[config.mk]
export PLATFORM = sky130hd
export DESIGN_NAME = fetch_stage
export DESIGN_NICKNAME = d
export VERILOG_FILES = /design/src/rtl/fetch_stage.sv
export SDC_FILE = /design/constraint.sdc
export NUM_CORES = 1
export LEC_CHECK = 0
export CAP_MARGIN = 20
export CELL_PAD_IN_SITES_DETAIL_PLACEMENT = 0
export CELL_PAD_IN_SITES_GLOBAL_PLACEMENT = 1
export CORE_MARGIN = 10
export CORE_UTILIZATION = 35
export CTS_CLUSTER_SIZE = 24
export DETAILED_ROUTE_END_ITERATION = 10
export PLACE_DENSITY_LB_ADDON = 0.1
export SYNTH_ARGS = -nofsm -noshare
export SYNTH_HDL_FRONTEND = slang
export SYNTH_SLANG_ARGS = --single-unit
[constraint.sdc]
create_clock -name clk -period 2.8 [get_ports clk]
set_clock_uncertainty 0.15 [all_clocks]
set_input_delay 0.7 -clock clk [delete_from_list [all_inputs] [get_ports clk]]
set_output_delay 0.7 -clock clk [all_outputs]
set_load 0.02 [all_outputs]
[src/rtl/fetch_stage.sv]
// Instruction fetch stage with IF/ID pipeline register and a req/ack port to instruction memory.
// Optional performance counters are enabled by defining FETCH_PERF_CNT_EN.
//
// state  | meaning
// S_IDLE | out of reset, no request yet issued
// S_WAIT | request outstanding at imem_addr, waiting for imem_ack
// S_HELD | word returned during a stall, parked in the skid buffer
module fetch_stage #(
  parameter int unsigned         PC_WIDTH = 32,
  parameter logic [PC_WIDTH-1:0] RESET_PC = '0
) (
  input  logic                clk,
  input  logic                rst,
  input  logic                stall,
  input  logic                branch_taken,
  input  logic [PC_WIDTH-1:0] branch_target,
  output logic                imem_req,
  output logic [PC_WIDTH-1:0] imem_addr,
  input  logic [31:0]         imem_rdata,
  input  logic                imem_ack,
  output logic                if_id_valid,
  output logic [5:0]          instr_op,
  output logic [4:0]          instr_rs,
  output logic [4:0]          instr_rt,
  output logic [4:0]          instr_rd,
  output logic [15:0]         instr_imm,
  output logic [5:0]          instr_funct,
  output logic [PC_WIDTH-1:0] if_id_pc_plus4
`ifdef FETCH_PERF_CNT_EN
  ,
  output logic [31:0]         perf_fetched,
  output logic [31:0]         perf_stall_cycles
`endif
);

  typedef enum logic [1:0] {
    S_IDLE = 2'd0,
    S_WAIT = 2'd1,
    S_HELD = 2'd2
  } state_t;

  localparam logic [PC_WIDTH-1:0] PC_STEP    = PC_WIDTH'(4);
  localparam logic [PC_WIDTH-1:0] ALIGN_MASK = ~PC_WIDTH'(3);

  state_t              state;
  state_t              state_next;
  logic [PC_WIDTH-1:0] pc;
  logic [PC_WIDTH-1:0] pc_plus4;
  logic [PC_WIDTH-1:0] stale_addr;
  logic                discard;
  logic [31:0]         skid;
  logic [31:0]         ifid_word;

  logic                ack_accept;
  logic                take_fresh;
  logic                take_skid;
  logic                to_skid;
  logic                load_ifid;
  logic [31:0]         load_word;

  assign pc_plus4 = pc + PC_STEP;

  always_comb begin
    ack_accept = (state == S_WAIT) && imem_ack;
    take_fresh = ack_accept && !discard && !branch_taken && !stall;
    to_skid    = ack_accept && !discard && !branch_taken && stall;
    take_skid  = (state == S_HELD) && !stall && !branch_taken;
    load_ifid  = take_fresh || take_skid;
    load_word  = take_skid ? skid : imem_rdata;
  end

  always_ff @(posedge clk) begin
    if (rst) begin
      state <= S_IDLE;
    end else begin
      state <= state_next;
    end
  end

  always_comb begin
    state_next = state;
    case (state)
      S_IDLE:  state_next = S_WAIT;
      S_WAIT:  if (to_skid) state_next = S_HELD;
      S_HELD:  if (branch_taken || !stall) state_next = S_WAIT;
      default: state_next = S_IDLE;
    endcase
  end

  // While a redirected request is still in flight the bus keeps the old address.
  always_comb begin
    imem_req  = (state == S_WAIT);
    imem_addr = discard ? stale_addr : pc;
  end

  always_ff @(posedge clk) begin
    if (rst) begin
      pc             <= RESET_PC & ALIGN_MASK;
      stale_addr     <= RESET_PC & ALIGN_MASK;
      discard        <= 1'b0;
      skid           <= 32'h0;
      ifid_word      <= 32'h0;
      if_id_valid    <= 1'b0;
      if_id_pc_plus4 <= '0;
    end else if (branch_taken) begin
      pc             <= branch_target & ALIGN_MASK;
      skid           <= 32'h0;
      ifid_word      <= 32'h0;
      if_id_valid    <= 1'b0;
      if_id_pc_plus4 <= '0;
      if ((state == S_WAIT) && !imem_ack) begin
        discard <= 1'b1;
        if (!discard) stale_addr <= pc;
      end else begin
        discard <= 1'b0;
      end
    end else begin
      if (ack_accept && discard) discard <= 1'b0;
      if (to_skid) skid <= imem_rdata;
      if (load_ifid) begin
        ifid_word      <= load_word;
        if_id_valid    <= 1'b1;
        if_id_pc_plus4 <= pc_plus4;
        pc             <= pc_plus4;
      end
    end
  end

  assign instr_op    = ifid_word[31:26];
  assign instr_rs    = ifid_word[25:21];
  assign instr_rt    = ifid_word[20:16];
  assign instr_rd    = ifid_word[15:11];
  assign instr_imm   = ifid_word[15:0];
  assign instr_funct = ifid_word[5:0];

`ifdef FETCH_PERF_CNT_EN
  always_ff @(posedge clk) begin
    if (rst) begin
      perf_fetched      <= 32'h0;
      perf_stall_cycles <= 32'h0;
    end else begin
      if (load_ifid && (perf_fetched != 32'hFFFF_FFFF))
        perf_fetched <= perf_fetched + 32'd1;
      if (stall && if_id_valid && (perf_stall_cycles != 32'hFFFF_FFFF))
        perf_stall_cycles <= perf_stall_cycles + 32'd1;
    end
  end
`endif

endmodule

# Word level (Yosys, flattened, before mapping)
# Index checks and enable logic that the tools add are counted.
op_classes:
  add_sub_neg: 1
  n_eq_ne: 4
  muxes: 10
  n_reduce_logical: 21
op_table:
  columns: ["cell", "n"]
  rows:
  - ["2-to-1 mux 32 bit", 4]
  - ["adder 32 x 3 -> 32 bit, second input constant", 1]
  - ["logical AND 1 bit", 9]
  - ["one-hot mux 2 bit (3 select lines)", 1]
  - ["zero test 1 bit", 4]
  - ["2-to-1 mux 2 bit", 2]
  - ["!= test 2 x 1 -> 1 bit, second input constant", 2]
  - ["AND reduction 2 bit", 2]
  - ["nonzero test 2 bit", 2]
  - ["2-to-1 mux 1 bit", 3]
  - ["== test 2 x 1 -> 1 bit, second input constant", 1]
  - ["== test 2 bit, second input constant", 1]
  - ["zero test 2 bit", 1]
  - ["logical OR 1 bit", 2]
  - ["OR reduction 2 bit", 1]
word_totals:
  register_bits: 164
  inputBits: 69
  out_inout_bits: 109

# Logic depth before layout (Yosys ltp)
# Gate-level depths: netlist of the first run.
logic_depth:
  depth_word: 8
  mapped_depth: 8

# Worst setup path after synthesis of the first run
# OpenSTA, ideal clock, no wires.
synth_timing:
  kind: "input to register"
  from: "in rst"
  to: "reg if_id_pc_plus4[28]"
  setup_time_ns: 0.067
  arrival_ns: 1.931
  required_ns: 2.583
  slack_ns: 0.652
  path_stages: 8
  cell_sequence: "clkbuf_1 or2_2 clkbuf_1 nor2_1 buf_2 buf_2 nand2_1 o21ai_2"
synth_between:
  elab_chain_cells: 1
synth_lines:
  columns: ["item", "line_no", "source"]
  rows:
  - ["start: declaration", "13", "input logic rst,"]
  - ["OR reduction 2 bit (no line)", null, null]
  - ["end signal: assignment", "123", "if_id_pc_plus4 <= pc_plus4;"]
  - ["end: declaration", "28", "output logic [PC_WIDTH-1:0] if_id_pc_plus4"]
# No other way between the ends.
# A chain may end at the register's enable or synchronous reset.

# Worst setup path in the final report of the first run
layout_timing:
  from: "reg discard"
  to: "out imem_addr[29]"
layout_between:
  elab_chain_cells: 1
layout_lines:
  columns: ["item", "line_no", "source"]
  rows:
  - ["start: declaration", "50", "logic discard;"]
  - ["start signal: assignment", "100", "discard <= 1'b0;"]
  - ["start signal: assignment", "112", "discard <= 1'b1;"]
  - ["start signal: assignment", "115", "discard <= 1'b0;"]
  - ["2-to-1 mux 32 bit", null, null]
  - ["end: declaration", "18", "output logic [PC_WIDTH-1:0] imem_addr,"]
# No other way between the ends.

==> flow_summary_export.csv, run 1 <==
group,metric,value,unit
critical_path,criticalPathCategory,"flop to output pin",
yosys,synth_edf_count,0,
timing,setup_viol,0,
floorplan,rows,52,
pwr,p_sw_share,23.78,%
clock_network,clockBufferDepth,2,
critical_path,cp_cell_sequence,"buf_4 -> mux2_2 -> clkdlybuf4s50_1",
pwr,clockPowerShare,47.3,%
critical_path,startpoint,"discard",
critical_path,slowest_delay,0.57,ns
critical_path,worstPathMaxFanout,10,
critical_path,cp.required,1.95,ns
clock_network,numCtsBuffers,17,
yosys,ys_types,58,
global_routing,antenna_found_initial,2,
pwr,comb_power_share,9.8,%
timing,max_freq,0.3641,GHz
timing,slew_viol_final,0,
place,gp_congestion,0.7778,
yosys,async_flop_share,0,%
pwr,p_seq_share,43.0,%
routing,drtIter0Drc,228,
clock_network,ctsHoldBuffers,0,
yosys,ys_seq_elements,160,
timing,grt_setup_unrepaired,"false",
pwr,p_sw,1.317,mW
global_routing,grt_busiest_layer,"met2",
pwr,power_density,559.9,mW/mm^2
clock_network,cts_tree,"built",
clock_network,clock_latency,0.43,ns
global_routing,grt_pass1_wl,34920,microns
place,place_hpwl,15550,microns
critical_path,slowest_stage,"clkdlybuf4s50_1",
cells_and_area,syn_to_final_growth,36.40,%
global_routing,grt_pass1_vias,6143,
flow_run,cap_violations,0,
outcome,outcome,"complete, no violations",
routing,drt.antenna.violating_nets,0,
clock_network,cts_setup_buffers,0,
timing,slew_headroom,34.89,%
pwr,total_power,5.539,mW
global_routing,grtUsageMet3,5.532,%
floorplan,pin_count,178,
pwr,p_leak,3.577,nW
timing,tns,0,ns
timing,fin_crit_sh,98.08,%
routing,dr.pass1.iters,4,
critical_path,worstPathArrival,1.90,ns
floorplan,start_util,35.73,%
clock_network,cts.reportedPaths.clkPinSlew,0.06,ns
global_routing,grt_util_all_layers,16.45,%
yosys,yosys-top-cells-area,"dfxtp_1 44%, mux2i_1 9.2%, nand2_1 8.5%, o21ai_0 4.6%, xnor2_1 4.0%",
yosys,ys_top_cells_by_count,"165 x nand2_1, 160 x dfxtp_1, 67 x mux2i_1",
global_routing,grt_max_degree,53,
yosys,synth.top_cell.area_share,44.16,%
cells_and_area,drive_gt1_share,11.41,%
critical_path,end_kind,"output pin",
place,port_buffers,173,
clock_network,htree_levels,4,
yosys,syn_inst,840,
yosys,ys_warn_count,0,
timing,fin_crit,2.746,ns
routing,routed_wl,22220,microns
yosys,synth_top_area_cell,"dfxtp_1",
global_routing,met2_usage,26.11,%
clock_network,clock_sinks,160,
floorplan,die_y,164.0,microns
routing,via_count,6132,
floorplan,dieArea,0.02688,sq mm
timing,tightestPinTransition,0.9743,ns
pwr,peakVddDrop,432.0,uV
global_routing,overflow,0,
worst_hold_path,worstHoldStart,"if_id_pc_plus4[25]",
routing,drc,0,
cells_and_area,fin_nets,1056,
critical_path,cp-start-kind,"flop",
floorplan,dieWidth,164.0,microns
routing,vias_per_cell,4.825,
clock_network,clock-root-buffer,"clkbuf_16",
cells_and_area,nFillCells,2015,
floorplan,fp.coreArea,0.02030,sq mm
yosys,yosysMostFrequentCell,"nand2_1",
pwr,p_int,4.222,mW
worst_hold_path,min_path_type,"flop to flop",
timing,finalHoldViolCount,0,
global_routing,grt_util_met1,20.80,%
routing,wire_per_inst,17.48,microns
yosys,syn_area,0.007253,sq mm
critical_path,r2r_start,"pc[3]",
yosys,ys_seq_area_share,44.16,%
yosys,syn_avg_cell_area,8.635,sq um
yosys,ys.flop_type,"dfxtp_1",
==> worst max-delay path, delay by kind of cell, from the launching register on <==
family | cells | cell delay, ns
DFF | 1 | 0.36
muxes | 1 | 0.36
buffers and inverters | 2 | 0.76
==> stage by stage <==
stage	setup WS (ns)	instance area [sq um]	utilization, %	hold WS (ns)	cells
2_1_floorplan	0.6520	7257	-	0.2716	841
4_1_cts	0.001467	9874	48.64	0.2999	1269
3_5_place_dp	-0.06806	9238	45.51	0.2860	1237
3_3_place_gp	-0.05605	9238	45.51	0.2837	1237
6_report	0.05372	9893	48.74	0.2940	1271
5_1_grt	0.002099	9888	48.71	0.3199	1269
==> layout make-up <==
cell class | instances | area [sq um] | share of cell area [%]
tap | 270 | 337.8 | 3.415
sequential | 160 | 3206 | 32.40
inverter | 16 | 60.06 | 0.6071
clock inverter | 12 | 206.4 | 2.087
clock buffer | 20 | 456.7 | 4.616
multi-input combinational | 586 | 3586 | 36.25
antenna | 2 | 5.005 | 0.05059
timing repair buffer | 205 | 2036 | 20.58
==> registers in the layout, indices dropped and copies added (netlist names) <==
signal / cells
ifid_word: 32
state: 2
skid: 32
discard: 1
if_id_pc_plus4: 30
stale_addr: 32
pc: 30
if_id_valid: 1
==> power by group through the flow <==
stage	Combinational [mW]	Clock, mW	Sequential [mW]
after detailed placement	0.563	0	2.43
after global placement	0.565	0	2.43
final	0.542	2.62	2.38
after CTS	0.551	2.68	2.38
after global routing	0.590	2.76	2.39
after floorplan	0.315	0	2.41
==> what timing repair did <==
item / in CTS / in global routing
hold endpoints to repair: 0 / 0
gates resized for setup: 23 / 6
pin swaps: 0 / 0
setup endpoints to repair: 23 / 6
==> per-layer routing <==
layer | routed length, microns | up-vias
met5 | 0 | -
met4 | 223 | 0
met3 | 1685 | 14
met2 | 10090 | 129
met1 | 10220 | 2862
li1 | - | 3127
==> path summary, 6_finish.rpt <==
kind                            cells after the start  slack (ns)            endpoint
worst max-delay path                                3        0.05       imem_addr[29]
worst min-delay path                                2        0.29  if_id_pc_plus4[25]
worst min register to register                      2        0.29  if_id_pc_plus4[25]
worst max register to register                      7        0.49              pc[26]
==> kinds of logic (layout without fill, tap and decap cells) <==
kind of cell             Yosys count  after routing  share of synthesized area [%]
flip-flops                       160            160                          44.16
multiplexers                      91             91                          12.97
AO/OA/AOI/OAI                    155            155                          12.04
AND/OR/NAND/NOR                  296            296                          18.87
buffers and inverters             95            253                          6.779
other                              1              4                        0.05170
adder cells (fa/ha/maj)            1              1                         0.1725
XOR/XNOR                          41             41                          4.951
==> placed cells by master (no fill, tap or decap), types with 3 or more instances in the layout <==
| master | Yosys | final |
|---|---|---|
| nand4_1 | 11 | 11 |
| o21ai_1 | 8 | 10 |
| o22ai_1 | 4 | 4 |
| buf_4 | 14 | 25 |
| dlymetal6s2s_1 | 0 | 5 |
| nor4_1 | 8 | 8 |
| a22oi_1 | 3 | 3 |
| xor2_1 | 8 | 8 |
| inv_1 | 16 | 16 |
| dlygate4sd2_1 | 0 | 21 |
| xnor2_1 | 33 | 33 |
| clkdlybuf4s50_1 | 0 | 145 |
| mux2i_1 | 67 | 67 |
| nor2b_1 | 3 | 3 |
| clkbuf_16 | 0 | 17 |
| or2_2 | 4 | 4 |
| o21ai_0 | 66 | 64 |
| nor2_1 | 55 | 54 |
| and2_1 | 6 | 6 |
| nand3_1 | 6 | 6 |
| dfxtp_1 | 160 | 158 |
| nor3b_1 | 4 | 4 |
| mux2_2 | 24 | 24 |
| bufinv_16 | 0 | 5 |
| nor3_1 | 13 | 13 |
| buf_12 | 0 | 7 |
| nor4_2 | 3 | 3 |
| clkinv_4 | 0 | 4 |
| a21oi_1 | 49 | 49 |
| nand2_1 | 165 | 165 |
| o21a_1 | 9 | 9 |
(Power assumes the default switching activity.)
==> run 2, diff against run 1 <==
- CORE_UTILIZATION: 35 -> 23
- SETUP_SLACK_MARGIN: default -> 0.02
- SLEW_MARGIN: default -> 20
==> run 2 against run 1 <==
Highest routed layer is now met5. Combinational power rose by 3%. Setup slack improved by 0.17 ns. Worst hold slack improved by 0.0059 ns. Global-route usage fell by 3.3 points. Total power fell by 1.8%. First-iteration DRC count fell by 0.44%. Critical path depth did not move. Critical endpoint is now imem_addr[0]. Fmax rose by 6.7%. Critical path type unchanged. Via count barely moved.
==> flow_summary_export.csv, run 2 (synthesis gave the netlist of run 1 again) <==
group,metric,value,unit
timing,setup_viol,0,
pwr,p_sw_share,25.56,%
clock_network,clock-root-buffer,"clkbuf_16",
global_routing,antenna_found_initial,3,
critical_path,cp_cell_sequence,"buf_4 -> and2_1 -> clkdlybuf4s50_1",
floorplan,dieWidth,197.6,microns
cells_and_area,mostFrequentLayoutCells,"165 x nand2_1, 158 x dfxtp_1, 140 x clkdlybuf4s50_1, 67 x mux2i_1, 65 x o21ai_0",
pwr,clockPowerShare,45.9,%
clock_network,htree_levels,4,
routing,dr.pass1.iters,4,
routing,vias_per_cell,4.382,
place,post-place-cells,1365,
routing,wire_per_inst,18.20,microns
routing,drc,0,
critical_path,cp.depth,3,
critical_path,cp.required,1.95,ns
cells_and_area,drive_gt1_share,11.49,%
timing,setup_slack,0.2256,ns
timing,grt_setup_unrepaired,"false",
critical_path,r2r_start,"pc[4]",
critical_path,cp_num_buf_inv,2,
floorplan,pin_count,178,
place,port_buffers,173,
global_routing,grt_util_all_layers,13.19,%
critical_path,timing.rr.end,"pc[29]",
pwr,p_int,4.050,mW
critical_path,cp_top_family,"buffers and inverters",
pwr,p_seq_share,43.8,%
global_routing,grt_pass1_wl,39560,microns
clock_network,cts_tree,"built",
outcome,outcome,"complete, no violations",
critical_path,rrSetupSlack,0.47,ns
timing,slew_viol_final,0,
critical_path,worstPathMaxFanout,11,
timing,slew_headroom,59.47,%
critical_path,slowest_delay,0.60,ns
pwr,p_sw,1.390,mW
clock_network,numCtsBuffers,17,
clock_network,clock_sinks,160,
worst_hold_path,min_path_cells,2,
worst_hold_path,min_path_type,"flop to flop",
timing,tightestPinTransition,0.6024,ns
pwr,power_density,542.4,mW/mm^2
global_routing,grt_max_degree,39,
cells_and_area,syn_to_final_growth,38.28,%
floorplan,die_y,197.6,microns
floorplan,start_util,23.53,%
critical_path,rr_worst_depth,5,
routing,drt.antenna.violating_nets,0,
place,gp_congestion,0.7330,
clock_network,cts.reportedPaths.clkPinSlew,0.07,ns
global_routing,grt_pass1_vias,6400,
cells_and_area,fin_nets,1058,
timing,fin_crit,2.574,ns
pwr,comb_power_share,10.3,%
pwr,p_leak,3.599,nW
clock_network,ctsHoldBuffers,0,
timing,max_freq,0.3884,GHz
routing,routed_wl,25450,microns
clock_network,clockBufferDepth,2,
clock_network,cts_setup_buffers,0,
global_routing,overflow,0,
worst_hold_path,hold_path_end,"if_id_pc_plus4[30]",
routing,via_count,6126,
timing,fin_crit_sh,91.94,%
floorplan,dieArea,0.03904,sq mm
cells_and_area,top_regs,"ifid_word: 32 flops, skid: 32 flops, stale_addr: 32 flops",
timing,finalHoldViolCount,0,
routing,drtIter0Drc,227,
pwr,peakVddDrop,360.5,uV
critical_path,cp-start-kind,"flop",
clock_network,clock_latency,0.43,ns
cells_and_area,fin_cells,1398,
floorplan,rows,64,
critical_path,worstPathArrival,1.72,ns
flow_run,cap_violations,0,
critical_path,slowest_stage,"clkdlybuf4s50_1",
critical_path,end_kind,"output pin",
critical_path,criticalPathCategory,"flop to output pin",
place,dp_slack,-0.01445,ns
worst_hold_path,worstHoldStart,"if_id_pc_plus4[30]",
place,place_hpwl,18380,microns
floorplan,fp.coreArea,0.03083,sq mm
cells_and_area,layout_commonest_cell,"nand2_1",
## run 2: power by group through the flow
stage          Sequential [mW]  Combinational, mW  Clock (mW)
2_1_floorplan             2.41              0.315           0
3_3_place_gp              2.43              0.592           0
3_5_place_dp              2.43              0.589           0
4_1_cts                   2.38              0.576        2.59
5_1_grt                   2.39              0.613        2.68
6_report                  2.38              0.559        2.50
## run 2: how the worst max path moves through the flow
stage                                     to  slack (ns)      from
after floorplan           if_id_pc_plus4[28]        0.65       rst
after global placement                pc[17]        0.01  imem_ack
after detailed placement              pc[17]       -0.01  imem_ack
after CTS                       imem_addr[7]        0.02   discard
after global routing            imem_addr[0]        0.13   discard
final                           imem_addr[0]        0.23   discard
## run 2: what timing repair did
item	CTS	global route
endpoints found under the setup margin	26	7
pin swaps	0	0
gates resized for setup	26	7
## run 2: per-layer routing
| layer | global-route usage (%) | part of all wire [%] | vias up |
|---|---|---|---|
| met5 | 0 | 0.11 | - |
| met4 | 3.274 | 0.89 | 4 |
| met3 | 4.020 | 5.5 | 15 |
| met2 | 20.31 | 45 | 117 |
| met1 | 17.54 | 49 | 2859 |
| li1 | - | - | 3131 |
## run 2: layout make-up
| class | instances | area [sq um] |
|---|---|---|
| multi-input combinational | 586 | 3586 |
| antenna | 1 | 2.502 |
| clock inverter | 11 | 155.1 |
| timing repair buffer | 207 | 2064 |
| sequential | 160 | 3206 |
| clock buffer | 21 | 460.4 |
| tap | 396 | 495.5 |
| fill | 3263 | 20800 |
| inverter | 16 | 60.06 |
## run 2: worst reg2reg max path, delay by kind of cell, from the launching register on
family / cells / cell delay (ns)
xor+xnor: 1 / 0.34
simple gates: 3 / 1.02
flops: 1 / 0.47
compound gates: 1 / 0.20
## run 2: metrics by stage
| stage | TNS (ns) | hold slack (ns) | utilization [%] | area (sq um) | total power [mW] |
|---|---|---|---|---|---|
| finish | 0 | 0.2999 | 32.53 | 10030 | 5.440 |
| global route | 0 | 0.3237 | 32.53 | 10030 | 5.680 |
| CTS | 0 | 0.3045 | 32.47 | 10010 | 5.550 |
| detailed placement | -0.01445 | 0.2839 | 30.56 | 9423 | 3.024 |
| global placement | 0 | 0.2839 | 30.56 | 9423 | 3.026 |
| floorplan | 0 | 0.2716 | - | 7257 | 2.725 |
==> run 3, diff against run 2 <==
- CAP_MARGIN: 20 -> default
- CORE_ASPECT_RATIO: default -> 0.9
- CTS_BUF_LIST: default -> sky130_fd_sc_hd__clkbuf_8
==> run 3 against run 2 <==
Setup slack worse by 0.080 ns. Clock power is 28% lower. Worst hold slack better by 0.0033 ns. Sequential cell count stayed put. Critical path depth unchanged. Clock-buffer cell count is 3 lower. Fmax shrank 3.0%. Routed wire length down 0.18%. Critical path type unchanged.
==> flow_summary_export.csv, run 3 (synthesis gave the netlist of run 1 again) <==
group,metric,value,unit
critical_path,worstPathMaxFanout,25,
clock_network,ctsHoldBuffers,0,
timing,slew_viol_final,0,
cells_and_area,regArea,0.003204,sq mm
floorplan,start_util,23.41,%
worst_hold_path,hold_path_end,"if_id_pc_plus4[25]",
routing,drtIter0Drc,250,
critical_path,rr_worst_depth,5,
critical_path,rrSetupSlack,0.54,ns
timing,fin_crit,2.654,ns
pwr,p_sw,1.271,mW
critical_path,cp.required,1.95,ns
timing,max_freq,0.3768,GHz
routing,wire_per_inst,18.01,microns
critical_path,timing.rr.end,"pc[26]",
floorplan,pin_count,178,
routing,dr.pass1.iters,4,
cells_and_area,syn_to_final_growth,35.00,%
floorplan,dieArea,0.03905,sq mm
routing,routed_wl,25400,microns
floorplan,dieWidth,207.2,microns
cells_and_area,nFillCells,3341,
routing,drt.antenna.violating_nets,0,
clock_network,clock-root-buffer,"clkbuf_8",
pwr,comb_power_share,11.8,%
critical_path,slowest_delay,0.60,ns
worst_hold_path,min_path_cells,2,
pwr,total_power,4.741,mW
pwr,peakVddDrop,243.2,uV
critical_path,worstPathArrival,1.80,ns
flow_run,cap_violations,0,
global_routing,grt_util_all_layers,13.02,%
pwr,p_int,3.471,mW
clock_network,clockBufferDepth,2,
outcome,outcome,"complete, no violations",
routing,vias_per_cell,4.303,
critical_path,cp_top_family,"buffers and inverters",
critical_path,cp-start-kind,"flop",
floorplan,die_y,188.5,microns
timing,slew_headroom,49.22,%
cells_and_area,top_regs,"ifid_word: 32 flops, skid: 32 flops, stale_addr: 32 flops",
clock_network,cts_setup_buffers,0,
place,port_buffers,173,
floorplan,rows,61,
critical_path,r2r_start,"pc[5]",
routing,via_count,6067,
cells_and_area,mostFrequentLayoutCells,"165 x nand2_1, 159 x dfxtp_1, 140 x clkdlybuf4s50_1, 67 x mux2i_1, 65 x o21ai_0",
timing,tns,0,ns
place,place_hpwl,18230,microns
cells_and_area,fin_nets,1060,
pwr,p_seq_share,50.1,%
floorplan,fp.coreArea,0.03099,sq mm
timing,fin_crit_sh,94.79,%
clock_network,htree_levels,4,
clock_network,cts.reportedPaths.clkPinSlew,0.09,ns
critical_path,cp_cell_sequence,"buf_8 -> and2_1 -> clkdlybuf4s50_1",
worst_hold_path,min_path_type,"flop to flop",
cells_and_area,drive_gt1_share,11.30,%
pwr,p_sw_share,26.80,%
pwr,power_density,484.2,mW/mm^2
clock_network,cts_tree,"built",
timing,finalHoldViolCount,0,
cells_and_area,layout_commonest_cell,"nand2_1",
global_routing,grt_pass1_wl,39770,microns
critical_path,end_kind,"output pin",
worst_hold_path,worstHoldStart,"if_id_pc_plus4[25]",
critical_path,cp_num_buf_inv,2,
pwr,p_leak,3.431,nW
critical_path,slowest_stage,"clkdlybuf4s50_1",
timing,grt_setup_unrepaired,"false",
clock_network,clock_latency,0.46,ns
clock_network,clock_sinks,160,
global_routing,antenna_found_initial,1,
routing,drc,0,
clock_network,numCtsBuffers,17,
timing,setup_viol,0,
critical_path,criticalPathCategory,"flop to output pin",
global_routing,grt_pass1_vias,6346,
pwr,clockPowerShare,38.1,%
global_routing,overflow,0,
timing,tightestPinTransition,0.7600,ns
cells_and_area,multi_input_area,0.003586,sq mm
global_routing,grt_max_degree,52,
place,gp_congestion,0.7260,
-- run 3: cell types whose count changed in the layout (fill, tap and decap cells not counted), sizes merged --
| cell | before | now |
|---|---|---|
| dlymetal6s2s | 7 | 0 |
| buf | 36 | 38 |
| clkinvlp | 4 | 2 |
| clkbuf | 21 | 18 |
| dlygate4sd2 | 24 | 31 |
| inv | 18 | 19 |
| clkinv | 2 | 3 |
-- run 3: what timing repair did --
item,CTS,global route
setup endpoints to repair,33,0
hold endpoints to repair,0,0
resized for setup,34,0
-- run 3: how the worst max path moves through the flow --
stage | from | end | slack (ns) | depth (start not counted)
after floorplan | rst | if_id_pc_plus4[28] | 0.65 | 8
after global placement | imem_ack | pc[25] | 0.06 | 6
after detailed placement | imem_ack | pc[25] | 0.03 | 6
after CTS | discard | imem_addr[1] | 0.08 | 3
after global routing | discard | imem_addr[0] | 0.03 | 3
final | discard | imem_addr[1] | 0.15 | 3
-- run 3: power groups by stage --
| stage | combinational [mW] | clock [mW] | sequential [mW] |
|---|---|---|---|
| floorplan | 0.315 | 0 | 2.41 |
| global placement | 0.594 | 0 | 2.43 |
| detailed placement | 0.591 | 0 | 2.43 |
| CTS | 0.574 | 1.92 | 2.38 |
| global route | 0.615 | 2.00 | 2.39 |
| finish | 0.560 | 1.81 | 2.38 |
-- run 3: layout make-up --
class / count / share of cell area (%)
Antenna cell: 1 / 0.02556
Clock buffer: 18 / 2.530
Clock inverter: 11 / 1.469
Inverter: 16 / 0.6133
Multi-Input combinational cell: 586 / 36.62
Sequential cell: 160 / 32.72
Tap cell: 409 / 5.226
Timing Repair Buffer: 209 / 20.79
-- run 3: per-stage QoR --
stage          hold WS, ns  std cells  worst slack [ns]  utilization [%]  instance area (sq um)
2_1_floorplan       0.2716        841            0.6520                -                   7257
3_3_place_gp        0.2871       1380           0.05709            30.43                   9429
3_5_place_dp        0.2876       1380           0.02961            30.43                   9429
4_1_cts             0.3116       1409           0.07924            31.59                   9789
5_1_grt             0.3259       1409           0.03461            31.59                   9789
6_report            0.3032       1410            0.1458            31.60                   9792
-- run 3: worst reg2reg max path: cells and delay by family (launching register included) --
kind / cells / cell delay, ns
AND/OR/NAND/NOR: 3 / 1.15
flip-flops: 1 / 0.50
XOR/XNOR: 1 / 0.20
AO/OA/AOI/OAI: 1 / 0.12
-- run 3: routing by layer --
metal | share of wire (%) | vias up | wire [microns] | track usage [%]
met4 | 0.56 | 0 | 143 | 2.188
met1 | 50 | 2847 | 12720 | 17.52
met5 | 0 | - | 0 | 0
met2 | 44 | 100 | 11110 | 19.81
met3 | 5.6 | 7 | 1420 | 4.563
li1 | - | 3113 | - | -
==> variant 1 (settings of run 3) <==
Re-encode `state_t` (3 states) as one-hot, 3 bits wide.
--- a/src/rtl/fetch_stage.sv
+++ b/src/rtl/fetch_stage.sv
@@ -33,10 +33,10 @@
 `endif
 );
 
-  typedef enum logic [1:0] {
-    S_IDLE = 2'd0,
-    S_WAIT = 2'd1,
-    S_HELD = 2'd2
+  typedef enum logic [2:0] {
+    S_IDLE = 3'b001,
+    S_WAIT = 3'b010,
+    S_HELD = 3'b100
   } state_t;
 
   localparam logic [PC_WIDTH-1:0] PC_STEP    = PC_WIDTH'(4);
Formal check against the unedited RTL: same outputs for any inputs over 4 cycles, from zero or initial values and one cycle with rst high; so few cycles prove little.
==> variant 1 against run 3 <==
  * Synthesized cell count up 3.7%
  * Largest cell class unchanged
  * Global-route usage up 0.55 points
  * Sequential cell count up 1
  * Setup slack worse by 0.016 ns
  * Clock power up 15%
  * Cell area up 3.6%
  * Synthesized area up 1.2%
  * Wire length up 7.0%
  * Critical path depth unchanged
  * Total power up 5.7%
  * Register-to-register slack better by 0.04 ns
  * Critical endpoint unchanged
==> variant 1: results (changes against run 3) <==
Worst Hold Endpoint: if_id_pc_plus4[18]
final wirelength: 27200 um (+7.0%)
HPWL after detailed placement: 18100 um (-0.62%)
post-route setup slack: 0.130 ns (-0.0159 ns)
internal power: 3700 uW (+6.5%)
largest net degree at the start of global routing: 75 (+44%)
share of cells above drive strength 1: 0.115 (+0.00220)
register area share after synthesis: 0.439 (-0.00269)
DP Area: 9690 um^2 (+2.7%)
worst r2r path cells: 6 (+1)
GRT Resource Usage Total: 0.136 (+0.00549)
fraction of area in multi-input gates: 0.369 (+0.00234)
Worst R2R Start: state[0]
leakage: 0.00350 uW (+1.9%)
Ant. Diodes: 0 (-1)
critical-path maximum fanout: 20 (-20%)
Post-CTS Resized: 35 (+2.9%)
fin nets: 1091 (+2.9%)
Area growth, synth to finish: 38.2%
RePlAce Congestion: 0.757 (+4.2%)
power in the clock group: 2080 uW (+15%)
first-pass GRT wire length: 42400 um (+6.5%)
Area contributors post-synth: dfxtp_1 (44%), nand2_1 (6.8%), nor2_1 (5.2%)
drt first pass iters: 5 (+1)
Cells after DPL: 1410 (+2.2%)
Comb. pwr: 534 uW (-4.6%)
Non-clock buffer share: 0.214 (+0.00653)
worst hold slack: 0.300 ns (-0.00297 ns)
inverters: 7 (-9)
top post-synthesis cells by count: dfxtp_1 (161), nand2_1 (133), nor2_1 (101)
filler cell count: 3291 (-1.5%)
vias in the first global route: 6904 (+8.8%)
Max rail drop VDD: 0.000231 V (-5.0%)
Worst EP arrival: 1.82 ns (+0.02 ns)
worst flop-to-flop path endpoint: pc[17]
Pwr Total: 5010 uW (+5.7%)
Clock Buffer Count: 19 (+1)
HP Start: if_id_pc_plus4[18]
multi-input logic cell count: 619 (+5.6%)
Register Area: 3230 um^2 (+0.66%)
clk cell area share: 0.0461 (+0.00612)
synthesis-stage register bit count: 161 (+0.63%)
cell count after synthesis: 871 (+3.7%)
Non-CTS buffers: 215 (+2.9%)
pre-CTS setup slack: -0.207 ns (-0.237 ns)
status: finished clean
vias: 6629 (+9.3%)
post-synth cell types: 52 (-10%)
initial antenna violation count: 0 (-1)
1st-iter DRT viols: 411 (+64%)
-- variant 1: changes by cell type after synthesis, moves of 12 or more --
cell      before  now
o21ai_0       66   29
mux2i_1       67   30
nand2_1      165  133
a311oi_1       0   35
and3_1         2   14
a211oi_1       0   22
nor2_1        55  101
nand3_1        6   44
a21oi_1       49   61
clkbuf_1      34   51
-- variant 1: per-layer routing --
metal,GRT usage,up-vias,routed length [um]
li1,-,3342,-
met1,0.182,3117,13300
met4,0.0320,0,245
met5,0,-,0
met2,0.210,157,12100
met3,0.0385,13,1610
-- variant 1: cell families (layout without fill, tap and decap cells) --
family | after synthesis | in the layout | synth area share
and+or+nand+nor | 343 | 343 | 0.212
other | 1 | 2 | 0.000511
xor gates and xnor gates | 40 | 40 | 0.0477
AOI/OAI and AO/OA | 174 | 174 | 0.157
adders and majority gates | 1 | 1 | 0.00170
DFF | 161 | 161 | 0.439
buffers and inverters | 92 | 253 | 0.0572
muxes | 59 | 59 | 0.0854
==> variant 2 (config.mk and constraints of run 3) <==
Without the edit above. The option `FETCH_PERF_CNT_EN` is turned on by a define.
--- a/src/rtl/fetch_stage.sv
+++ b/src/rtl/fetch_stage.sv
@@ -5,6 +5,8 @@
 // S_IDLE | out of reset, no request yet issued
 // S_WAIT | request outstanding at imem_addr, waiting for imem_ack
 // S_HELD | word returned during a stall, parked in the skid buffer
+`define FETCH_PERF_CNT_EN
+
 module fetch_stage #(
   parameter int unsigned         PC_WIDTH = 32,
   parameter logic [PC_WIDTH-1:0] RESET_PC = '0
Check against the original RTL (old outputs only; new: perf_fetched and perf_stall_cycles): equivalent (Yosys induction, for registers that start in step).
==> variant 2 against run 3 <==
  * Sequential cell count rose by 64
  * Critical endpoint is now imem_addr[26]
  * Largest power group is now the clock network
  * Synthesized area rose by 44%
  * Cell area rose by 52%
  * Total power rose by 56%
  * First-iteration DRC count rose by 36%
  * Wire length rose by 51%
  * Setup slack got worse by 0.053 ns
==> variant 2: results (changes against run 3) <==
power in the clock group: 3410 uW (+88%)
Non-CTS buffers: 331 (+58%)
RePlAce Congestion: 0.747 (+2.8%)
xor and xnor area share after synthesis: 0.0496 (+0.000107)
first-pass GRT wire length: 58600 um (+47%)
largest net degree at the start of global routing: 81 (+56%)
Register Area: 4490 um^2 (+40%)
DP Area: 14000 um^2 (+48%)
CTS Buf Count: 45 (+28)
vias in the first global route: 9541 (+50%)
fin nets: 1565 (+48%)
port bufs: 237 (+37%)
fraction of area in multi-input gates: 0.369 (+0.00269)
1st-iter DRT viols: 341 (+36%)
Area contributors post-synth: dfxtp_1 (43%), mux2i_1 (6.2%), nor2_1 (5.1%)
Max rail drop VDD: 0.000306 V (+26%)
Vias/cell: 4.55 (+5.6%)
Clock Path Buffers: 3 (+1)
Psw: 1940 uW (+53%)
Area growth, synth to finish: 42.6%
Non-clock buffer share: 0.215 (+0.00730)
post-synth cell types: 52 (-10%)
status: finished clean
FFs & Latches: 224 (+40%)
H-Tree Depth: 2 (-2)
most frequent cell after synthesis: dfxtp_1
leakage: 0.00500 uW (+46%)
worst-margin pin slew: 0.551 ns (-0.209 ns)
HPWL after detailed placement: 26700 um (+46%)
multi-input logic cell count: 882 (+51%)
register area share after synthesis: 0.431 (-0.0110)
top post-synthesis cells by count: dfxtp_1 (224), nor2_1 (142), nand2_1 (118)
Worst-Skew Late Latency: 0.61 ns (+0.15 ns)
clk cell area share: 0.0610 (+0.0210)
Adder-Cell Fraction of Synth Area: 0.00360 (+0.00188)
DR WL/cell: 18.0 um (-0.15%)
share of cells above drive strength 1: 0.156 (+0.0430)
critical-path maximum fanout: 18 (-28%)
Clock Buffer Count: 60 (+42)
Post-CTS Setup Inserts: 1 (+1)
pre-CTS setup slack: -0.252 ns (-0.282 ns)
portion of netlist area occupied by mux cells: 0.0992 (-0.0305)
Ant. Diodes: 0 (-1)
register share of the cell area: 0.302 (-0.0251)
clock power share: 0.461 (+0.080)
Cells after DPL: 2043 (+48%)
filler cell count: 4726 (+41%)
critical path's slowest cell: dfxtp_4
inverters: 9 (-7)
initial antenna violation count: 0 (-1)
GRT Resource Usage Total: 0.136 (+0.00562)
Post-CTS Resized: 86 (+150%)
clock slew at reported path FFs: 0.06 ns (-0.03 ns)
Compound-Gate Fraction of Synth Area: 0.148 (+0.0272)
crit-path max cell delay: 0.41 ns (-0.19 ns)
Comb. pwr: 674 uW (+20%)
Avg Inst Size Synth: 8.56 um^2 (-0.89%)
variant 2: cell types whose count changed in the layout (fill, tap and decap cells not counted), sizes merged, moves of 48 or more:
cell                  run 3  this run
a211oi                    0        69
buf                      38       105
clkbuf                   18        67
clkdlybuf4s50           140       203
dfxtp                   160       224
nand2                   166       118
nor2                     55       142
variant 2: worst paths after layout:
kind,start,slack (ns),endpoint,depth (start not counted)
setup / recovery,discard,0.09,imem_addr[26],3
setup reg to reg,perf_stall_cycles[16],0.21,perf_stall_cycles[25],5
hold reg to reg,skid[2],0.30,skid[2],2
hold / removal,skid[2],0.30,skid[2],2
variant 2: per-layer routing:
| layer | vias to the layer above | global-route usage | wire (um) | part of all wire |
|---|---|---|---|---|
| li1 | 4921 | - | - | - |
| met1 | 4500 | 0.182 | 18300 | 0.48 |
| met2 | 191 | 0.206 | 16800 | 0.44 |
| met3 | 51 | 0.0413 | 2370 | 0.062 |
| met4 | 0 | 0.0395 | 837 | 0.022 |
| met5 | - | 0 | 0 | 0 |
